==> src/rtl/traffic_ped_request.sv <==
// Pedestrian push-button front end for the traffic-light controller: sync, debounce, request latch, hold-off.
// Optional sticky timeout flag enabled by defining TRAFFIC_PED_TIMEOUT_EN.
module traffic_ped_request #(
  parameter int DEB_CYCLES  = 4,
  parameter int HOLD_CYCLES = 16,
  parameter int CNT_W       = 8,
  parameter int MAX_WAIT    = 200
) (
  input  logic             clk,
  input  logic             reset,
  input  logic             i_btn,
  input  logic             i_auto,
  input  logic [1:0]       i_walker_traffic,
  output logic             o_start,
  output logic             o_req_pending,
  output logic [CNT_W-1:0] o_wait_cnt,
  output logic             o_err,
  output logic [1:0]       o_dbg_state
);

  localparam int HOLD_LOAD = (HOLD_CYCLES < 1) ? 1 : HOLD_CYCLES;
  localparam int HOLD_W    = $clog2(HOLD_LOAD + 1);
  localparam int DEB_W     = $clog2(DEB_CYCLES + 1);
  localparam logic [DEB_W-1:0] DEB_LAST = DEB_W'(DEB_CYCLES - 1);
  localparam logic [1:0] WALK = 2'b01;

`ifdef TRAFFIC_PED_TIMEOUT_EN
  localparam bit TIMEOUT_EN = 1'b1;
`else
  localparam bit TIMEOUT_EN = 1'b0;
`endif

  typedef enum logic [1:0] {
    S_IDLE    = 2'd0,
    S_ARMED   = 2'd1,
    S_SERVING = 2'd2,
    S_HOLDOFF = 2'd3
  } state_e;

  // Handshake: o_start is a level request held until the controller answers with
  // i_walker_traffic==WALK; the walk phase ending (walker leaving WALK) completes it.

  logic             sync1_q, sync2_q;
  logic             deb_q, deb_prev_q;
  logic [DEB_W-1:0] deb_cnt_q;
  logic             press;

  always_ff @(posedge clk or posedge reset) begin
    if (reset) begin
      sync1_q    <= 1'b0;
      sync2_q    <= 1'b0;
      deb_q      <= 1'b0;
      deb_prev_q <= 1'b0;
      deb_cnt_q  <= '0;
    end else begin
      sync1_q    <= i_btn;
      sync2_q    <= sync1_q;
      deb_prev_q <= deb_q;
      if (sync2_q != deb_q) begin
        if (deb_cnt_q == DEB_LAST) begin
          deb_q     <= sync2_q;
          deb_cnt_q <= '0;
        end else begin
          deb_cnt_q <= deb_cnt_q + DEB_W'(1);
        end
      end else begin
        deb_cnt_q <= '0;
      end
    end
  end

  assign press = deb_q & ~deb_prev_q;

  state_e            state_q, state_d;
  logic              start_q, start_d;
  logic              pend_q, pend_d;
  logic [CNT_W-1:0]  wait_q, wait_d, wait_inc;
  logic [HOLD_W-1:0] hold_q, hold_d;
  logic              err_q, err_d;
  logic              walk;

  assign walk     = (i_walker_traffic == WALK);
  assign wait_inc = (wait_q == {CNT_W{1'b1}}) ? wait_q : wait_q + CNT_W'(1);

  always_comb begin
    state_d = state_q;
    wait_d  = wait_q;
    hold_d  = hold_q;
    err_d   = err_q;
    start_d = 1'b0;
    pend_d  = 1'b0;
    case (state_q)
      S_IDLE: begin
        if (press) begin
          state_d = S_ARMED;
          wait_d  = '0;
        end
      end
      S_ARMED: begin
        wait_d = wait_inc;
        if (walk) state_d = S_SERVING;
      end
      S_SERVING: begin
        if (!walk) begin
          state_d = S_HOLDOFF;
          hold_d  = HOLD_W'(HOLD_LOAD);
        end
      end
      S_HOLDOFF: begin
        hold_d = hold_q - HOLD_W'(1);
        if (hold_q == HOLD_W'(1)) state_d = S_IDLE;
      end
      default: state_d = S_IDLE;
    endcase
    // Outputs are registered, so they are decoded from the state being entered.
    case (state_d)
      S_ARMED:   begin start_d = 1'b1;   pend_d = 1'b1; end
      S_SERVING: begin start_d = 1'b1;   pend_d = 1'b0; end
      default:   begin start_d = i_auto; pend_d = 1'b0; end
    endcase
    if (TIMEOUT_EN && state_q == S_ARMED && wait_d == CNT_W'(MAX_WAIT)) err_d = 1'b1;
  end

  always_ff @(posedge clk or posedge reset) begin
    if (reset) begin
      state_q <= S_IDLE;
      start_q <= 1'b0;
      pend_q  <= 1'b0;
      wait_q  <= '0;
      hold_q  <= '0;
      err_q   <= 1'b0;
    end else begin
      state_q <= state_d;
      start_q <= start_d;
      pend_q  <= pend_d;
      wait_q  <= wait_d;
      hold_q  <= hold_d;
      err_q   <= err_d;
    end
  end

  assign o_start       = start_q;
  assign o_req_pending = pend_q;
  assign o_wait_cnt    = wait_q;
  assign o_err         = err_q;
  assign o_dbg_state   = state_q;

endmodule

==> config.mk <==
export PLATFORM = sky130hd
export DESIGN_NAME = traffic_ped_request
export DESIGN_NICKNAME = d
export VERILOG_FILES = /design/src/rtl/traffic_ped_request.sv
export SDC_FILE = /design/constraint.sdc
export NUM_CORES = 1
export LEC_CHECK = 0
export ABC_AREA = 0
export CAP_MARGIN = 10
export CORE_MARGIN = 3
export CORE_UTILIZATION = 35
export DETAILED_ROUTE_END_ITERATION = 12
export PLACE_DENSITY = 0.64
export SETUP_SLACK_MARGIN = 0.15
export SLEW_MARGIN = 30
export SYNTH_ARGS = -nofsm -noshare
export SYNTH_HDL_FRONTEND = slang
export SYNTH_SLANG_ARGS = --single-unit
export TNS_END_PERCENT = 30
==> constraint.sdc <==
create_clock -name clk -period 1.9 [get_ports clk]
set_input_delay 0.38 -clock clk [delete_from_list [all_inputs] [get_ports clk]]
set_output_delay 0.38 -clock clk [all_outputs]
set_load 0.005 [all_outputs]
==> flow_metrics.tcl, run 1 <==
set metrics [dict create \
    antenna_cells 0 \
    max-vdd-ir-drop_mv 0.513 \
    crit_fanout 9 \
    via_per_inst 5.32 \
    drc 0 \
    synth_cell_types 41 \
    dr_wl_met3_um 71 \
    grt_pass1_vias 1020 \
    hp-class "input pin to asynchronous set/reset pin" \
    antenna_left 0 \
    track_usage_pct 13.2 \
    final_area_sq_um 1580 \
    slew_viol_final 0 \
    chipHeight_um 65.8 \
    ys_ff_latch 24 \
    cts_tree "done" \
    die_w_um 65.8 \
    cp_slowest_cell "clkdlybuf4s50_1" \
    grt_max_degree 25 \
    place_ws_ps 44.0 \
    worst-path-stages 1 \
    cts-buffers-inserted 3 \
    drt_iter0_markers 44 \
    m1WireLength_um 1220 \
    cts_max_path_buffers 2 \
    fin_ws_ps 124 \
    cts_root_buffer "clkbuf_4" \
    die_area_sq_um 4330 \
    r2r_cells 4 \
    nets 158 \
    clkTransAtPathRegs_ps 150 \
    critical_path_class "flip-flop to output port" \
    synth_nets 134 \
    io_pins 19 \
    reg2reg_from "o_wait_cnt[0]" \
    grt-ovfl-total 0 \
    synth_area_sq_um 1250 \
    portBuffers 17 \
    htree_num_levels 1 \
    coreArea_sq_um 3390 \
    max_freq_mhz 563 \
    fin_crit_ps 1780 \
    crit_start "o_wait_cnt[3]" \
    synthArstFlopShare_pct 100 \
    timing.rr.end "o_wait_cnt[3]" \
    endpoint_kind "output port" \
    top_layer_used "met4" \
    fillCellCount 327 \
    ys_warn_count 0 \
    status "complete, no violations" \
    num_vias 1021 \
    grt_pass1_wl_um 4540 \
    wl_per_cell_um 14.2 \
    area_growth_pct 26.3 \
    dp_hpwl_um 1820 \
    path_delay_family "buffers and inverters" \
    powerDensity_nw_per_um2 1330 \
    wirelength_um 2720 \
    tns_ps 0 \
    cap_viol_max_count 0 \
    insertion_delay_ps 330 \
    critPathCapture "o_wait_cnt[3]" \
    multi_input_area_sq_um 589 \
    fin_crit_sh_pct 93.5 \
    required_ps 1520 \
    crit_buf_inv 1 \
    synth_ff_type "dfrtp_1" \
    clock-sinks 24 \
    grt_antenna_before_repair 0 \
    avgSynthCellArea_sq_um 10.2 \
    clock_skew_ps 10.6 \
    initial_utilization_pct 37.0 \
    gp_congestion 0.772 \
    crit_chain "clkdlybuf4s50_1" \
    leakagePower_nw 0.670 \
    rsz0062_at_grt "true" \
    cp-start-kind "flip-flop" \
    worstPathArrival_ps 1400 \
    slowest_delay_ps 560 \
    finalSetupViolCount 0 \
    r2r_slack_ps 230 \
    place_area_sq_um 1480 \
    met2WireLength_um 1400 \
    ys_seq_area_share_pct 48.0 \
    synth-edff-count 0 \
    drive_gt1_share_pct 13.0 \
    rows 21 \
    hold_violations 0 \
    firstDrtPassIters 4 \
    syn_inst 123 \
    seqCellArea_sq_um 603 \
    cts_hold_buf 0 \
]
cell type report:
class                           instances  area share, %
Clock buffer                            3           1.42
Clock inverter                          1           1.90
Inverter                               12           2.85
Multi-Input combinational cell         81           37.3
Sequential cell                        24           38.1
Tap cell                               46           3.64
Timing Repair Buffer                   25           14.8
worst min-delay path by stage:
stage | start | cells past startpoint | end | slack, ps
floorplan | sync1_q | 0 | sync2_q | 330
global placement | sync1_q | 0 | sync2_q | 340
detailed placement | sync1_q | 0 | sync2_q | 350
CTS | sync1_q | 0 | sync2_q | 370
global route | sync1_q | 0 | sync2_q | 390
finish | reset | 3 | sync1_q | 370
cells by family after synthesis:
| group | count (synthesis) | share of synthesized area [%] |
|---|---|---|
| DFF | 24 | 48.0 |
| muxes | 4 | 3.30 |
| xor gates and xnor gates | 1 | 0.699 |
| other | 1 | 0.299 |
| AOI/OAI and AO/OA | 30 | 18.3 |
| adders and majority gates | 5 | 5.00 |
| buffers and inverters | 18 | 5.89 |
| and+or+nand+nor | 40 | 18.6 |
placed cells by master, fill, tap and decap left out, types with 3 or more instances in the layout:
cell type / netlist / routed
o211ai_1: 4 / 4
mux2i_1: 3 / 3
ha_1: 5 / 5
a211oi_1: 5 / 5
clkdlybuf4s50_1: 0 / 17
nor2_1: 3 / 3
nor2b_1: 3 / 3
inv_1: 11 / 11
dfrtp_1: 24 / 22
nor3_1: 3 / 3
clkbuf_4: 0 / 3
buf_4: 1 / 7
nand3_1: 3 / 3
o21ai_0: 3 / 3
nand2b_1: 5 / 5
nor3b_1: 4 / 3
nand4_1: 4 / 4
nand2_1: 7 / 7
a2111oi_0: 3 / 3
repair_timing:
action                     CTS  global route
gates cloned                 0             0
setup endpoints to repair    5            12
buffers inserted             0             4
hold endpoints to repair     0             0
resized for setup            1             4
power by group:
part           switching [mW]  internal, mW  total [mW]
registers               0.184         0.674       0.859
clock network           0.167         0.213       0.381
logic                   0.413         0.451       0.865
flip-flops by register name, summed over array words and instances, names as in the netlist:
name and cells:
sync2_q 1, o_wait_cnt 8, hold_q 5, deb_prev_q 1, o_start 1, o_req_pending 1
o_dbg_state 2, deb_cnt_q 3, sync1_q 1, deb_q 1
per-layer routing:
layer / vias to the layer above / global-route usage (%)
met5: - / 0
met1: 509 / 17.2
met3: 5 / 1.70
li1: 493 / -
met4: 0 / 4.66
met2: 14 / 22.4
synthesized netlist by cell type, types with 4 or more instances:
master / number / area (sq um)
o211ai_1: 4 / 30.0
inv_1: 11 / 41.3
nor3b_1: 4 / 30.0
ha_1: 5 / 62.6
nand4_1: 4 / 25.0
nand2_1: 7 / 26.3
dfrtp_1: 24 / 601
nand2b_1: 5 / 31.3
a211oi_1: 5 / 37.5
per-stage QoR:
| step | util [%] | hold WS, ps | power (mW) | instances |
|---|---|---|---|---|
| final | 46.7 | 368 | 2.10 | 192 |
| after global routing | 46.7 | 386 | 2.25 | 192 |
| after CTS | 45.3 | 371 | 2.03 | 188 |
| after detailed placement | 43.7 | 348 | 1.65 | 184 |
| after global placement | 43.7 | 344 | 1.61 | 184 |
| after floorplan | - | 331 | 1.34 | 123 |
Power figures use the tool's default switching activity.
==> run 2: changes to the inputs <==
GPL_TIMING_DRIVEN = 0   (was default)
clock period = 2.12 ns   (was 1.9 ns; I/O delays follow)
==> run 2 against run 1 <==
  * Sequential power is 13% lower
  * Hold slack about the same
  * Clock-buffer cell count unchanged
  * Clock skew down 9.4 ps
  * Clock power decreased by 48%
  * Critical path depth stayed put
  * Largest cell class unchanged
  * Highest routed layer unchanged
==> flow_metrics.tcl, run 2 (synthesis gave the netlist of run 1 again) <==
set metrics [dict create \
    cp-start-kind "flip-flop" \
    initial_utilization_pct 37.0 \
    crit_buf_inv 1 \
    chipHeight_um 65.8 \
    dp_hpwl_um 1790 \
    max-vdd-ir-drop_mv 0.472 \
    layout_commonest_cell "dfrtp_1" \
    reg2reg_from "o_wait_cnt[0]" \
    cts_max_path_buffers 2 \
    mostFrequentLayoutCells "dfrtp_1, clkdlybuf4s50_1, inv_1" \
    worstPathArrival_ps 1370 \
    rows 21 \
    powerDensity_nw_per_um2 1090 \
    critical_path_class "flip-flop to output port" \
    post_cts_buffers 0 \
    largest_reg_flops 8 \
    nets 156 \
    hp-start "sync1_q" \
    die_area_sq_um 4330 \
    grt_max_degree 25 \
    slowest_delay_ps 560 \
    fin_crit_ps 1790 \
    gp_congestion 0.776 \
    leakagePower_nw 0.634 \
    wl_per_cell_um 12.9 \
    cts_root_buffer "clkbuf_4" \
    status "complete, no violations" \
    coreArea_sq_um 3390 \
    clkTransAtPathRegs_ps 130 \
    portBuffers 17 \
    drt_iter0_markers 34 \
    finalSetupViolCount 0 \
    place_area_sq_um 1480 \
    holdPathEnd "sync2_q" \
    grt-ovfl-total 0 \
    clock_skew_ps 1.14 \
    fin_crit_sh_pct 84.5 \
    antenna_left 0 \
    hold_violations 0 \
    stdcell_count 189 \
    crit_chain "clkdlybuf4s50_1" \
    htree_num_levels 1 \
    crit_fanout 8 \
    slew_viol_final 0 \
    firstDrtPassIters 4 \
    grt_pass1_vias 1003 \
    r2r_cells 4 \
    tns_ps 0 \
    die_w_um 65.8 \
    cts_tree "done" \
    clock-sinks 24 \
    max_freq_mhz 558 \
    num_vias 984 \
    worstMarginPinSlew_ps 597 \
    path_delay_family "buffers and inverters" \
    min_path_cells 0 \
    wirelength_um 2440 \
    via_per_inst 5.21 \
    final_area_sq_um 1500 \
    insertion_delay_ps 310 \
    drc 0 \
    timing.rr.end "o_wait_cnt[3]" \
    drive_gt1_share_pct 6.99 \
    io_pins 19 \
    area_growth_pct 20.0 \
    antenna_cells 0 \
    cp_slowest_cell "clkdlybuf4s50_1" \
    relSlewSlack_pct 59.8 \
    power_mw 1.64 \
    required_ps 1700 \
    grt_pass1_wl_um 4350 \
    grt_antenna_before_repair 0 \
    endpoint_kind "output port" \
    cap_viol_max_count 0 \
    cts_hold_buf 0 \
    ctsResizeCount 0 \
    cts-buffers-inserted 3 \
    rsz0062_at_grt "false" \
    dp_cells 186 \
    track_usage_pct 12.7 \
    hp-class "flip-flop to flip-flop" \
    r2r_slack_ps 400 \
]
-- run 2: stage by stage --
stage                     utilization [%]  hold WS, ps  setup slack, ps
after floorplan                         -          331              594
after global placement               43.7          342              266
after detailed placement             43.7          341              259
after CTS                            44.3          371              325
after global routing                 44.3          378              290
final                                44.3          369              329
-- run 2: how the worst max path moves through the flow --
stage	from	endpoint	slack (ps)	cells after the start
after floorplan	o_wait_cnt[0]	o_wait_cnt[3]	590	4
after global placement	i_walker_traffic[1]	o_start	270	6
after detailed placement	i_walker_traffic[1]	o_start	260	6
after CTS	o_wait_cnt[0]	o_wait_cnt[0]	320	1
after global routing	o_wait_cnt[0]	o_wait_cnt[0]	290	1
final	o_wait_cnt[0]	o_wait_cnt[0]	330	1
-- run 2: final cells by class --
| class | count | area, sq um |
|---|---|---|
| Tap cell | 46 | 57.6 |
| Clock buffer | 3 | 22.5 |
| Buffer | 6 | 28.8 |
| Fill cell | 334 | 1890 |
| Timing Repair Buffer | 17 | 170 |
| Sequential cell | 24 | 601 |
| Inverter | 12 | 45.0 |
| Multi-Input combinational cell | 81 | 578 |
-- run 2: routing by layer --
layer | up-vias | part of all wire, % | global-route usage, %
met5 | - | 0 | 0
li1 | 494 | - | -
met2 | 16 | 49 | 21.9
met3 | 2 | 3.1 | 1.53
met1 | 472 | 48 | 16.3
met4 | 0 | 0.57 | 4.66
-- run 2: power breakdown --
group          switching (mW)  internal [mW]
Sequential              0.145          0.602
Clock                   0.132         0.0664
Combinational           0.345          0.346
